[config.mk]
export PLATFORM = sky130hd
export DESIGN_NAME = uart_rx_flat
export DESIGN_NICKNAME = d
export VERILOG_FILES = /design/src/rtl/uart_rx_if.sv /design/src/rtl/uart_rx.sv /design/src/flat_wrapper.sv
export SDC_FILE = /design/constraint.sdc
export NUM_CORES = 1
export LEC_CHECK = 0
export ABC_AREA = 1
export CORE_AREA = 2 2 74 76
export CTS_CLUSTER_DIAMETER = 50
export CTS_CLUSTER_SIZE = 14
export DETAILED_ROUTE_END_ITERATION = 10
export DIE_AREA = 0 0 76 78
export PLACE_DENSITY = 0.6
export SETUP_SLACK_MARGIN = 0.02
export SYNTH_ARGS = -nofsm -noshare
export SYNTH_HDL_FRONTEND = slang
export SYNTH_SLANG_ARGS = --single-unit
[constraint.sdc]
create_clock -name clk -period 1.8 [get_ports clk]
set_input_delay 0.36 -clock clk [delete_from_list [all_inputs] [get_ports clk]]
set_output_delay 0.36 -clock clk [all_outputs]
set_load 0.02 [all_outputs]
[src/rtl/uart_rx_if.sv]
// uart_rx_if -- serial-in / byte-out bundle for the uart_rx receiver.
//
// Signals:
//   rx         serial line, idle high, 8N1, LSB first (driven by the line side)
//   data[7:0]  last good byte after offset removal (driven by the receiver)
//   valid      one-cycle pulse, data updated this cycle
//   frame_err  one-cycle pulse, stop bit sampled low
//   busy       receiver is inside a frame (any state but IDLE)
//
// Modports:
//   master  line side: drives rx, observes the receiver outputs
//   slave   receiver side: samples rx, drives the outputs
interface uart_rx_if;
  logic       rx;
  logic [7:0] data;
  logic       valid;
  logic       frame_err;
  logic       busy;

  modport master (
    output rx,
    input  data,
    input  valid,
    input  frame_err,
    input  busy
  );

  modport slave (
    input  rx,
    output data,
    output valid,
    output frame_err,
    output busy
  );
endinterface

[src/rtl/uart_rx.sv]
// uart_rx -- 8N1 UART receiver with start-bit glitch rejection, frame error
// detection, break handling and an optional constant offset removed from
// every received byte.
//
// Parameters:
//   BAUD          serial bit rate in bit/s
//   F             clk frequency in Hz (F/BAUD must be at least 4)
//   ASCII_OFFSET  subtracted mod 256 from each good byte
//
// Ports:
//   clk  system clock, rising edge
//   rst  synchronous reset, active high
//   bus  uart_rx_if.slave: rx in; data, valid, frame_err, busy out
module uart_rx #(
  parameter int BAUD         = 115200,
  parameter int F            = 50000000,
  parameter int ASCII_OFFSET = 0
) (
  input logic      clk,
  input logic      rst,
  uart_rx_if.slave bus
);

  localparam int CPB  = F / BAUD;
  localparam int HALF = CPB / 2;
  // Counter only ever has to hold CPB-1.
  localparam int CW   = (CPB > 1) ? $clog2(CPB) : 1;

  localparam logic [CW-1:0] CNT_BIT_LAST  = CW'(CPB - 1);
  localparam logic [CW-1:0] CNT_HALF_LAST = CW'(HALF - 1);
  localparam logic [7:0]    OFFSET8       = 8'(ASCII_OFFSET);

  localparam logic [2:0] S_IDLE  = 3'd0;
  localparam logic [2:0] S_START = 3'd1;
  localparam logic [2:0] S_DATA  = 3'd2;
  localparam logic [2:0] S_STOP  = 3'd3;
  localparam logic [2:0] S_BREAK = 3'd4;

  generate
    if (CPB < 4) begin : g_cpb_check
      $error("uart_rx: F/BAUD must be at least 4 clocks per bit");
    end
  endgenerate

  // Two-flop synchronizer; flops reset to the idle (high) line level so
  // leaving reset never looks like a start bit.
  logic [1:0] r_rx_sync;
  logic       w_rx_s;

  always_ff @(posedge clk) begin
    if (rst) begin
      r_rx_sync <= 2'b11;
    end else begin
      r_rx_sync <= {r_rx_sync[0], bus.rx};
    end
  end

  assign w_rx_s = r_rx_sync[1];

  logic [2:0]    r_state;
  logic [CW-1:0] r_cnt;
  logic [2:0]    r_idx;
  logic [7:0]    r_shift;
  logic [7:0]    r_data;
  logic          r_valid;
  logic          r_ferr;

  logic          w_bit_tick;
  logic          w_half_tick;
  logic          w_sample_bit;
  logic [7:0]    w_shift_next;

  assign w_bit_tick   = (r_cnt == CNT_BIT_LAST);
  assign w_half_tick  = (r_cnt == CNT_HALF_LAST);
  assign w_sample_bit = (r_state == S_DATA) && w_bit_tick;

  // Each shift-register bit loads only when its own index is sampled, so the
  // byte lands LSB first without a physical shift.
  generate
    for (genvar gi = 0; gi < 8; gi++) begin : g_shift
      assign w_shift_next[gi] = (w_sample_bit && (r_idx == 3'(gi))) ? w_rx_s
                                                                    : r_shift[gi];
    end
  endgenerate

  always_ff @(posedge clk) begin
    if (rst) begin
      r_state <= S_IDLE;
      r_cnt   <= '0;
      r_idx   <= 3'd0;
      r_shift <= 8'h00;
      r_data  <= 8'h00;
      r_valid <= 1'b0;
      r_ferr  <= 1'b0;
    end else begin
      r_shift <= w_shift_next;
      r_valid <= 1'b0;
      r_ferr  <= 1'b0;

      case (r_state)
        S_IDLE: begin
          r_cnt <= '0;
          if (!w_rx_s) begin
            r_state <= S_START;
          end
        end

        // Re-check the start bit at its middle; a high line here was a glitch.
        S_START: begin
          if (w_half_tick) begin
            r_cnt   <= '0;
            r_idx   <= 3'd0;
            r_state <= w_rx_s ? S_IDLE : S_DATA;
          end else begin
            r_cnt <= r_cnt + 1'b1;
          end
        end

        S_DATA: begin
          if (w_bit_tick) begin
            r_cnt <= '0;
            if (r_idx == 3'd7) begin
              r_state <= S_STOP;
            end else begin
              r_idx <= r_idx + 3'd1;
            end
          end else begin
            r_cnt <= r_cnt + 1'b1;
          end
        end

        // Output registers load on the sampling edge, so the pulse appears
        // in the cycle after the stop-bit decision.
        S_STOP: begin
          if (w_bit_tick) begin
            r_cnt <= '0;
            if (w_rx_s) begin
              r_data  <= r_shift - OFFSET8;
              r_valid <= 1'b1;
              r_state <= S_IDLE;
            end else begin
              r_ferr  <= 1'b1;
              r_state <= S_BREAK;
            end
          end else begin
            r_cnt <= r_cnt + 1'b1;
          end
        end

        // Line held low after a bad stop bit: wait silently for idle.
        S_BREAK: begin
          r_cnt <= '0;
          if (w_rx_s) begin
            r_state <= S_IDLE;
          end
        end

        default: begin
          r_cnt   <= '0;
          r_state <= S_IDLE;
        end
      endcase
    end
  end

  assign bus.data      = r_data;
  assign bus.valid     = r_valid;
  assign bus.frame_err = r_ferr;
  assign bus.busy      = (r_state != S_IDLE);

endmodule

[src/flat_wrapper.sv]
// flat-port wrapper written by rule: the top's interface ports become plain ports
module uart_rx_flat 
#(
  parameter int BAUD         = 115200,
  parameter int F            = 50000000,
  parameter int ASCII_OFFSET = 0
)
  (clk, rst, bus_rx, bus_data, bus_valid, bus_frame_err, bus_busy);
  uart_rx_if bus_i ();
  input logic clk;
  input logic rst;
  input wire logic [$bits(bus_i.rx)-1:0] bus_rx;
  output wire logic [$bits(bus_i.data)-1:0] bus_data;
  output wire logic [$bits(bus_i.valid)-1:0] bus_valid;
  output wire logic [$bits(bus_i.frame_err)-1:0] bus_frame_err;
  output wire logic [$bits(bus_i.busy)-1:0] bus_busy;
  assign bus_i.rx = bus_rx;
  assign bus_data = bus_i.data;
  assign bus_valid = bus_i.valid;
  assign bus_frame_err = bus_i.frame_err;
  assign bus_busy = bus_i.busy;
  uart_rx #(.BAUD(BAUD), .F(F), .ASCII_OFFSET(ASCII_OFFSET)) u_core (.clk(clk), .rst(rst), .bus(bus_i));
endmodule
==> results of run 1 <==
-- worst register-to-register path, delay by kind of cell (launching register included) --
kind          cells  cell delay [ps]
simple gates      5              840
fa+ha+maj         1              160
buf+inv           1               70
flops             1              320
-- cell families (layout without fill, tap and decap cells) --
logic type / Yosys count / count (layout) / synth area share [%]
xor gates and xnor gates: 7 / 7 / 3.513
DFF: 35 / 35 / 40.14
and+or+nand+nor: 146 / 146 / 37.99
AOI/OAI and AO/OA: 14 / 14 / 4.588
adders and majority gates: 9 / 9 / 6.452
buffers and inverters: 33 / 55 / 7.311
-- power by group --
group / internal, mW / switching, mW
clock: 0.270 / 0.277
sequential: 0.817 / 0.0547
combinational: 0.159 / 0.318
total: 1.25 / 0.649
-- flip-flops by register name, indices dropped and copies added, names as in the netlist --
signal,flops
u_core.r_idx,3
u_core.r_shift,8
u_core.bus.frame_err,1
u_core.r_state,3
u_core.bus.data,8
u_core.r_rx_sync,2
u_core.bus.valid,1
u_core.r_cnt,9
-- per-stage QoR --
step | hold slack [ps] | std cells | util, %
2_1_floorplan | 389.5 | 244 | -
4_1_cts | 422.7 | 336 | 41.02
5_1_grt | 443.9 | 336 | 41.02
6_report | 423.4 | 336 | 41.02
3_5_place_dp | 398.3 | 328 | 39.31
3_3_place_gp | 391.4 | 328 | 39.31
-- how the worst max path moves through the flow --
stage	startpoint	to	slack [ps]	depth (start not counted)
floorplan	u_core.r_idx[0]$_SDFFE_PP0P_	u_core.r_idx[1]$_SDFFE_PP0P_	470	8
global placement	u_core.r_state[2]$_SDFFE_PP0P_	bus_busy	220	3
detailed placement	u_core.r_state[2]$_SDFFE_PP0P_	bus_busy	220	3
CTS	u_core.bus.data[5]$_SDFFE_PP0P_	bus_data[5]	190	1
global route	u_core.r_cnt[1]$_SDFF_PP0_	u_core.bus.data[2]$_SDFFE_PP0P_	110	7
finish	u_core.bus.data[5]$_SDFFE_PP0P_	bus_data[5]	210	1
-- final cells by class --
type / count / area [sq um]
Clock buffer: 6 / 72.57
Clock inverter: 2 / 12.51
Fill cell: 539 / 2974
Inverter: 29 / 108.9
Multi-Input combinational cell: 176 / 917.1
Sequential cell: 35 / 703.2
Tap cell: 70 / 87.58
Timing Repair Buffer: 18 / 166.4
-- cells in the mapped netlist --
| cell | number |
|---|---|
| o21ai_0 | 8 |
| nand2_2 | 3 |
| dfxtp_1 | 35 |
| nand2_1 | 45 |
| o211ai_2 | 1 |
| xnor2_1 | 2 |
| inv_1 | 28 |
| nor2_2 | 1 |
| nand3_1 | 20 |
| nand4_1 | 8 |
| nor2_4 | 2 |
| clkbuf_1 | 1 |
| buf_2 | 3 |
| nor3_1 | 2 |
| nand3_2 | 2 |
| nor3_4 | 2 |
| clkinv_1 | 1 |
| or2_2 | 2 |
| a21oi_1 | 4 |
| xor2_1 | 5 |
| a21boi_0 | 1 |
| ha_1 | 9 |
| nor2_1 | 59 |
-- per-layer routing --
layer  part of all wire, %  vias up  track usage [%]
met2                    42       20            19.82
met5                     0        -                0
met4                   2.4        0            7.091
met1                    52      643            17.51
met3                   3.3        6            3.256
li1                      -      806                -
-- repair_timing --
item | 4_1_cts | 5_1_grt
endpoints found under the setup margin | 1 | 0
resized for setup | 3 | 0
buffers inserted | 0 | 0
==> results.sh, run 1 <==
export IMPL_first_pass_iters=4
export IMPL_tns_ps=0
export IMPL_io_buffers=13
export IMPL_r2r_start="u_core.r_cnt[1]$_SDFF_PP0_"
export IMPL_cts_tree="yes"
export IMPL_syn_cell_area_sq_mm=0.001745
export IMPL_fin_crit_sh_pct=88.55
export IMPL_syn_nets=256
export IMPL_crit_path_end_kind="output pin"
export IMPL_hold_viol=0
export IMPL_cp_required_ps=1440
export IMPL_gp_congestion=0.7721
export IMPL_grt_setup_unrepaired="no"
export IMPL_drive_gt1_share_pct=10.15
export IMPL_critPathKind="reg2out"
export IMPL_crit_fanout=2
export IMPL_grt_overflow=0
export IMPL_r2r_end="u_core.bus.data[6]$_SDFFE_PP0P_"
export IMPL_ant_nets=0
export IMPL_grt_pass1_vias=1428
export IMPL_peakVddDrop_uv=357.9
export IMPL_ctsRootBufferMaster="clkbuf_8"
export IMPL_vias=1475
export IMPL_drc=0
export IMPL_place_hpwl_um=2481
export IMPL_final_nets=277
export IMPL_report_final_slew_viol_count=0
export IMPL_dp_worst_setup_slack_ps=219.8
export IMPL_hold_path_class="reg2reg"
export IMPL_grt_pass1_wl_um=6313
export IMPL_hp_start="u_core.r_rx_sync[0]$_SDFF_PP1_"
export IMPL_worst_slew_pin_slew_ps=479.5
export IMPL_clk_pin_slew_ps=70
export IMPL_cp_num_buf_inv=1
export IMPL_fmaxAchievable_ghz=0.6274
export IMPL_r2r_slack_ps=310
export IMPL_min_to="u_core.r_rx_sync[1]$_SDFF_PP1_"
export IMPL_finalPower_mw=1.896
export IMPL_diodes=0
export IMPL_final_cell_mix="nor2_1, nand2_1, dfxtp_1, inv_1, nand3_1"
export IMPL_synth_top_area_share_pct=40.14
export IMPL_cap_violations=0
export IMPL_critical_path_top_delay_family="buffers and inverters"
export IMPL_final_area_sq_mm=0.002068
export IMPL_finClkSkew_ps=6.347
export IMPL_critPathSlowestCell="clkdlybuf4s50_1"
export IMPL_io_pins=14
export IMPL_reg2regPathDepth=7
export IMPL_hold_path_depth=1
export IMPL_grt_usage_pct=13.22
export IMPL_viasPerCell=4.390
export IMPL_area_growth_synth_to_final_pct=18.49
export IMPL_yosysWarnings=0
export IMPL_cts_sinks=35
export IMPL_drt_wl_total_um=3403
export IMPL_finalCriticalPeriod_ps=1594
export IMPL_crit_chain="clkdlybuf4s50_1"
export IMPL_crit_path_start_kind="flip-flop"
export IMPL_synth_top_area_cell="dfxtp_1"
export IMPL_antenna_found_initial=0
export IMPL_die_width_um=76
export IMPL_setup_viol=0
export IMPL_num_rows=26
export IMPL_cts_htree_levels=2
export IMPL_ys_ff_latch=35
export IMPL_grt_max_degree=12
export IMPL_drt_initial_drc_count=94
export IMPL_seq_area_frac_synth_pct=40.14
export IMPL_cts_buffer_depth=2
export IMPL_dpl_instance_area_sq_mm=0.001982
export IMPL_synth_avg_cell_area_sq_um=7.153
export IMPL_slowest_delay_ps=600
export IMPL_initial_core_util_pct=34.62
export IMPL_cts_buffers=5
export IMPL_max_slew_margin_pct=67.94
export IMPL_cts_hold_buffers=0
export IMPL_ys_top_cells_by_area="dfxtp_1, nor2_1, nand2_1, ha_1, inv_1"
export IMPL_final_common_cell="nor2_1"
export IMPL_worst_slack_ps=206.1
export IMPL_core_area_sq_mm=0.005042
export IMPL_clk_latency_ps=290
export IMPL_synth_cell_types=23
export IMPL_die_y_um=78
export IMPL_arrival_ps=1230
export IMPL_p_leak_nw=0.8894
export IMPL_status="finished, final reports clean"
export IMPL_avgRoutedWirePerCell_um=10.13
export IMPL_powerDensity_mw_per_mm2=916.5
export IMPL_die_area_sq_mm=0.005928
export IMPL_synth_cells=244
Power figures use the tool's default switching activity.
==> inputs of run 2 (changes only) <==
- GPL_TIMING_DRIVEN: default -> 0
==> run 2 against run 1 <==
Wire length fell by 0.79%. First-iteration DRC count rose by 11%. Sequential power barely moved. Final area fell by 1.1%. Clock power fell by 1%. Count of clock-buffer cells in the layout rose by 1. Worst setup slack got worse by 7.5 ps. Non-clock buffer count fell by 1. Fmax fell by 0.47%. Sequential share of layout area rose by 0.37 points. Flip-flop and latch count did not move. Critical path type is now reg2reg. Critical endpoint is now u_core.bus.data[5]$_SDFFE_PP0P_. Highest routed layer unchanged.
==> results.sh, run 2 (synthesis gave the netlist of run 1 again) <==
export IMPL_ant_nets=0
export IMPL_antenna_found_initial=0
export IMPL_cts_tree="yes"
export IMPL_finClkSkew_ps=6.733
export IMPL_use_met2_pct=18.75
export IMPL_gp_congestion=0.8018
export IMPL_hold_viol=0
export IMPL_setup_viol=0
export IMPL_crit_fanout=9
export IMPL_top_usage_layer="met2"
export IMPL_worst_slew_pin_slew_ps=464.5
export IMPL_drt_wl_total_um=3376
export IMPL_powerDensity_mw_per_mm2=923.4
export IMPL_vias=1452
export IMPL_place_hpwl_um=2358
export IMPL_final_nets=276
export IMPL_drive_gt1_share_pct=9.057
export IMPL_cts_buffers=5
export IMPL_grt_pass1_wl_um=5802
export IMPL_initial_core_util_pct=34.62
export IMPL_cts_htree_levels=2
export IMPL_peakVddDrop_uv=300.8
export IMPL_diodes=0
export IMPL_use_met3_pct=2.907
export IMPL_drt_initial_drc_count=104
export IMPL_cts_buffer_depth=2
export IMPL_first_pass_iters=4
export IMPL_clk_latency_ps=290
export IMPL_fin_crit_sh_pct=88.96
export IMPL_dp_cells=327
export IMPL_die_width_um=76
export IMPL_multiInputGateArea_sq_um=917.1
export IMPL_p_leak_nw=0.8791
export IMPL_drc=0
export IMPL_r2r_end="u_core.bus.data[5]$_SDFFE_PP0P_"
export IMPL_grt_overflow=0
export IMPL_report_final_slew_viol_count=0
export IMPL_reg2regPathDepth=6
export IMPL_regArea_sq_um=703.2
export IMPL_avgRoutedWirePerCell_um=10.08
export IMPL_area_growth_synth_to_final_pct=17.20
export IMPL_fill_cells=555
export IMPL_startpoint="u_core.r_cnt[0]$_SDFF_PP0_"
export IMPL_status="finished, final reports clean"
export IMPL_hold_path_class="reg2reg"
export IMPL_final_cell_mix="nor2_1, nand2_1, dfxtp_1, inv_1, nand3_1"
export IMPL_viasPerCell=4.334
export IMPL_max_slew_margin_pct=69.03
export IMPL_finalCriticalPeriod_ps=1601
export IMPL_largest_reg_flops=9
export IMPL_grt_pass1_vias=1276
export IMPL_cts_sinks=35
export IMPL_crit_path_start_kind="flip-flop"
export IMPL_critPathKind="reg2reg"
export IMPL_cap_violations=0
export IMPL_regMostFlops="u_core.r_cnt"
export IMPL_core_area_sq_mm=0.005042
export IMPL_crit_path_end="u_core.bus.data[5]$_SDFFE_PP0P_"
export IMPL_r2r_start="u_core.r_cnt[0]$_SDFF_PP0_"
export IMPL_die_area_sq_mm=0.005928
export IMPL_ctsRootBufferMaster="clkbuf_8"
export IMPL_cp_required_ps=1980
export IMPL_io_buffers=13
export IMPL_critPathSlowestCell="dfxtp_1"
export IMPL_grt_max_degree=11
export IMPL_num_rows=26
export IMPL_slowest_delay_ps=400
export IMPL_die_y_um=78
export IMPL_use_met1_pct=16.36
export IMPL_io_pins=14
export IMPL_r2r_slack_ps=200
export IMPL_final_cells=335
export IMPL_final_common_cell="nor2_1"
export IMPL_tns_ps=0
export IMPL_crit_chain="ha_1 -> nand4_1 -> nor2_4 -> nand3_2 -> nor2_1 -> nor2_1"
export IMPL_cpMostUsedCell="nor2_1"
export IMPL_clk_pin_slew_ps=70
export IMPL_grt_usage_pct=12.37
export IMPL_fmaxAchievable_ghz=0.6245
export IMPL_crit_path_end_kind="flip-flop"
export IMPL_arrival_ps=1790
export IMPL_grt_setup_unrepaired="no"
-- run 2: metrics by stage --
stage | setup WS [ps] | hold WS [ps] | utilization (%) | total power [mW] | area (sq um)
after floorplan | 469.8 | 389.5 | - | 1.253 | 1745
after global placement | 54.41 | 391.8 | 38.93 | 1.370 | 1963
after detailed placement | 15.38 | 395.7 | 38.93 | 1.376 | 1963
after CTS | 181.3 | 412.2 | 40.57 | 1.914 | 2046
after global routing | 33.03 | 438.6 | 40.57 | 2.017 | 2046
final | 198.6 | 412.2 | 40.57 | 1.889 | 2046
-- run 2: where the power goes --
group	switching, mW	internal (mW)
combinational	0.325	0.153
clock	0.267	0.271
sequential	0.0547	0.817
total	0.647	1.24
-- run 2: critical path: cells and delay by family, from the launching register on --
kind                       cells  cell delay (ps)
and+or+nand+nor                5              900
DFF                            1              400
adders and majority gates      1              200
-- run 2: per-layer routing --
metal  routed length (um)  part of all wire [%]  vias up
met5                    0                     0        -
met4                   77                   2.3        0
met3                  117                   3.5        6
li1                     -                     -      806
met2                 1376                    41       22
met1                 1804                    53      618
-- run 2: final cells by class --
class | count | share of cell area [%]
buffer | 4 | 0.9174
clock buffer | 7 | 3.731
clock inverter | 1 | 0.2446
inverter | 29 | 5.321
multi-input combinational | 176 | 44.83
sequential | 35 | 34.37
tap | 70 | 4.281
timing repair buffer | 13 | 6.300
-- run 2: how the worst min path moves through the flow --
stage | from | to | slack (ps) | cells past startpoint
2_1_floorplan | u_core.r_rx_sync[0]$_SDFF_PP1_ | u_core.r_rx_sync[1]$_SDFF_PP1_ | 390 | 1
3_3_place_gp | u_core.r_rx_sync[0]$_SDFF_PP1_ | u_core.r_rx_sync[1]$_SDFF_PP1_ | 390 | 1
3_5_place_dp | u_core.r_rx_sync[0]$_SDFF_PP1_ | u_core.r_rx_sync[1]$_SDFF_PP1_ | 400 | 1
4_1_cts | u_core.r_rx_sync[0]$_SDFF_PP1_ | u_core.r_rx_sync[1]$_SDFF_PP1_ | 410 | 1
5_1_grt | u_core.r_rx_sync[0]$_SDFF_PP1_ | u_core.r_rx_sync[1]$_SDFF_PP1_ | 440 | 1
6_report | u_core.r_rx_sync[0]$_SDFF_PP1_ | u_core.r_rx_sync[1]$_SDFF_PP1_ | 410 | 1
-- run 2: timing repair --
action	4_1_cts	5_1_grt
buffers inserted	0	0
endpoints found under the hold margin	0	0
resized for setup	3	0
setup endpoints to repair	1	0
hold buffers	0	0
==> inputs of run 3 (changes only) <==
- PLACE_DENSITY: 0.6 -> 0.61
- REMOVE_ABC_BUFFERS: default -> 1
- clock period: 1.8 -> 1.32 ns (I/O delays scaled with it)
==> run 3 against run 2 <==
The flow now finishes with violations (negative setup slack). Via count is 10% higher. Final area increased by 21%. Power rose by 56%. Utilization grew 8.7 points. Worst hold slack got worse by 42 ps. Register-to-register slack worse by 310 ps. Fmax is 12% higher. Combinational power increased by 110%. Clock power increased by 31%. Worst setup slack worse by 310 ps. Clock skew increased by 4.0 ps. Critical path depth up 2.
==> results.sh, run 3 (synthesis gave the netlist of run 1 again) <==
export IMPL_die_area_sq_mm=0.005928
export IMPL_final_nets=291
export IMPL_finalCriticalPeriod_ps=1428
export IMPL_ctsRootBufferMaster="clkbuf_8"
export IMPL_regMostFlops="u_core.r_cnt"
export IMPL_drive_gt1_share_pct=33.81
export IMPL_crit_path_start_kind="flip-flop"
export IMPL_fin_crit_sh_pct=108.2
export IMPL_cts_htree_levels=2
export IMPL_ant_nets=0
export IMPL_grt_usage_pct=15.71
export IMPL_io_buffers=13
export IMPL_avgRoutedWirePerCell_um=12.29
export IMPL_critPathSlowestCell="dfxtp_2"
export IMPL_hold_viol=0
export IMPL_grt_max_degree=13
export IMPL_tns_ps=-1796
export IMPL_first_pass_iters=4
export IMPL_crit_path_end="u_core.bus.data[6]$_SDFFE_PP0P_"
export IMPL_largest_reg_flops=9
export IMPL_report_final_slew_viol_count=0
export IMPL_num_rows=26
export IMPL_final_common_cell="nor2_1"
export IMPL_cts_sinks=35
export IMPL_slowest_delay_ps=320
export IMPL_place_hpwl_um=2360
export IMPL_fmaxAchievable_ghz=0.7004
export IMPL_gp_congestion=0.7637
export IMPL_reg2regPathDepth=8
export IMPL_drt_wl_total_um=4278
export IMPL_hold_path_class="in2reg"
export IMPL_die_width_um=76
export IMPL_cp_required_ps=1500
export IMPL_status="finished, violations left"
export IMPL_finClkSkew_ps=10.72
export IMPL_worstSetupPathDepth=8
export IMPL_max_slew_margin_pct=77.44
export IMPL_initial_core_util_pct=34.62
export IMPL_worst_slew_pin_slew_ps=337.8
export IMPL_arrival_ps=1600
export IMPL_post_route_util_pct=49.26
export IMPL_peakVddDrop_uv=861.3
export IMPL_cts_buffer_depth=2
export IMPL_crit_fanout=5
export IMPL_drc=0
export IMPL_grt_pass1_vias=1615
export IMPL_drt_initial_drc_count=77
export IMPL_antenna_found_initial=0
export IMPL_r2r_start="u_core.r_cnt[1]$_SDFF_PP0_"
export IMPL_cts_tree="yes"
export IMPL_die_y_um=78
export IMPL_p_leak_nw=1.015
export IMPL_r2r_slack_ps=-110
export IMPL_startpoint="u_core.r_cnt[1]$_SDFF_PP0_"
export IMPL_worst_slack_ps=-107.8
export IMPL_cpMostUsedCell="nor2_1"
export IMPL_core_area_sq_mm=0.005042
export IMPL_vias=1604
export IMPL_grt_setup_unrepaired="yes"
export IMPL_crit_path_end_kind="flip-flop"
export IMPL_violations="negative setup slack"
export IMPL_critPathKind="reg2reg"
export IMPL_crit_chain="inv_2 -> ha_4 -> nand4_1 -> nor2_4 -> buf_4 -> nand3_4 -> nor2_1 -> nor2_1"
export IMPL_clk_latency_ps=290
export IMPL_powerDensity_mw_per_mm2=1184
export IMPL_io_pins=14
export IMPL_setup_viol=30
export IMPL_cap_violations=0
export IMPL_cts_buffers=5
export IMPL_cp_num_buf_inv=2
export IMPL_clk_pin_slew_ps=60
export IMPL_area_growth_synth_to_final_pct=42.29
export IMPL_final_cell_mix="nor2_1, nand2_1, dfxtp_1, inv_1, nand3_1"
export IMPL_viasPerCell=4.609
export IMPL_critical_path_top_delay_family="simple AND/OR/NAND/NOR gates"
export IMPL_r2r_end="u_core.bus.data[6]$_SDFFE_PP0P_"
export IMPL_fill_cells=492
export IMPL_grt_pass1_wl_um=7320
export IMPL_diodes=0
export IMPL_grt_overflow=0
export IMPL_finalPower_mw=2.940
run 3: per-stage QoR:
step	cells	cell area (sq um)	setup WS [ps]	hold slack (ps)
floorplan	240	1727	-10.16	336.4
global placement	323	1944	-605.7	397.8
detailed placement	323	1944	-614.3	396.7
CTS	348	2375	-91.05	411.1
global route	348	2484	-205.0	401.9
finish	348	2484	-107.8	370.0
run 3: worst min path at each step:
stage / startpoint / end / cells past startpoint
finish: rst / u_core.bus.valid$_SDFF_PP0_ / 2
global route: rst / u_core.bus.valid$_SDFF_PP0_ / 2
CTS: u_core.r_rx_sync[0]$_SDFF_PP1_ / u_core.r_rx_sync[1]$_SDFF_PP1_ / 1
detailed placement: u_core.r_rx_sync[0]$_SDFF_PP1_ / u_core.r_rx_sync[1]$_SDFF_PP1_ / 1
global placement: u_core.r_rx_sync[0]$_SDFF_PP1_ / u_core.r_rx_sync[1]$_SDFF_PP1_ / 1
floorplan: rst / u_core.bus.valid$_SDFF_PP0_ / 1
run 3: repair_timing:
item | in CTS | in global routing
resized for setup | 76 | 33
pin swaps | 25 | 18
hold buffers | 0 | 0
cloned | 4 | 0
buffers inserted | 15 | 0
endpoints found under the setup margin | 44 | 34
run 3: final cells by class:
class                      count  area [sq um]  area share (%)
inverter                      29         118.9           4.786
clock buffer                   6         72.57           2.922
sequential                    35         728.2           29.32
multi-input combinational    179          1210           48.72
timing repair buffer          28         259.0           10.43
timing repair inverter         1         7.507          0.3023
tap                           70         87.58           3.526
run 3: routing by layer:
layer,GRT usage [%],vias to the layer above,share of wire [%]
met2,27.59,21,49
met1,17.92,734,46
li1,-,841,-
met3,4.884,8,3.8
met4,6.000,0,2.0
met5,0,-,0
run 3: report_power, final:
part,total [mW],switching [mW],internal [mW],leakage [nW]
logic,1.02,0.662,0.359,0.688
clock network,0.706,0.355,0.351,0.0371
registers,1.21,0.0898,1.12,0.289
total,2.94,1.11,1.83,1.01
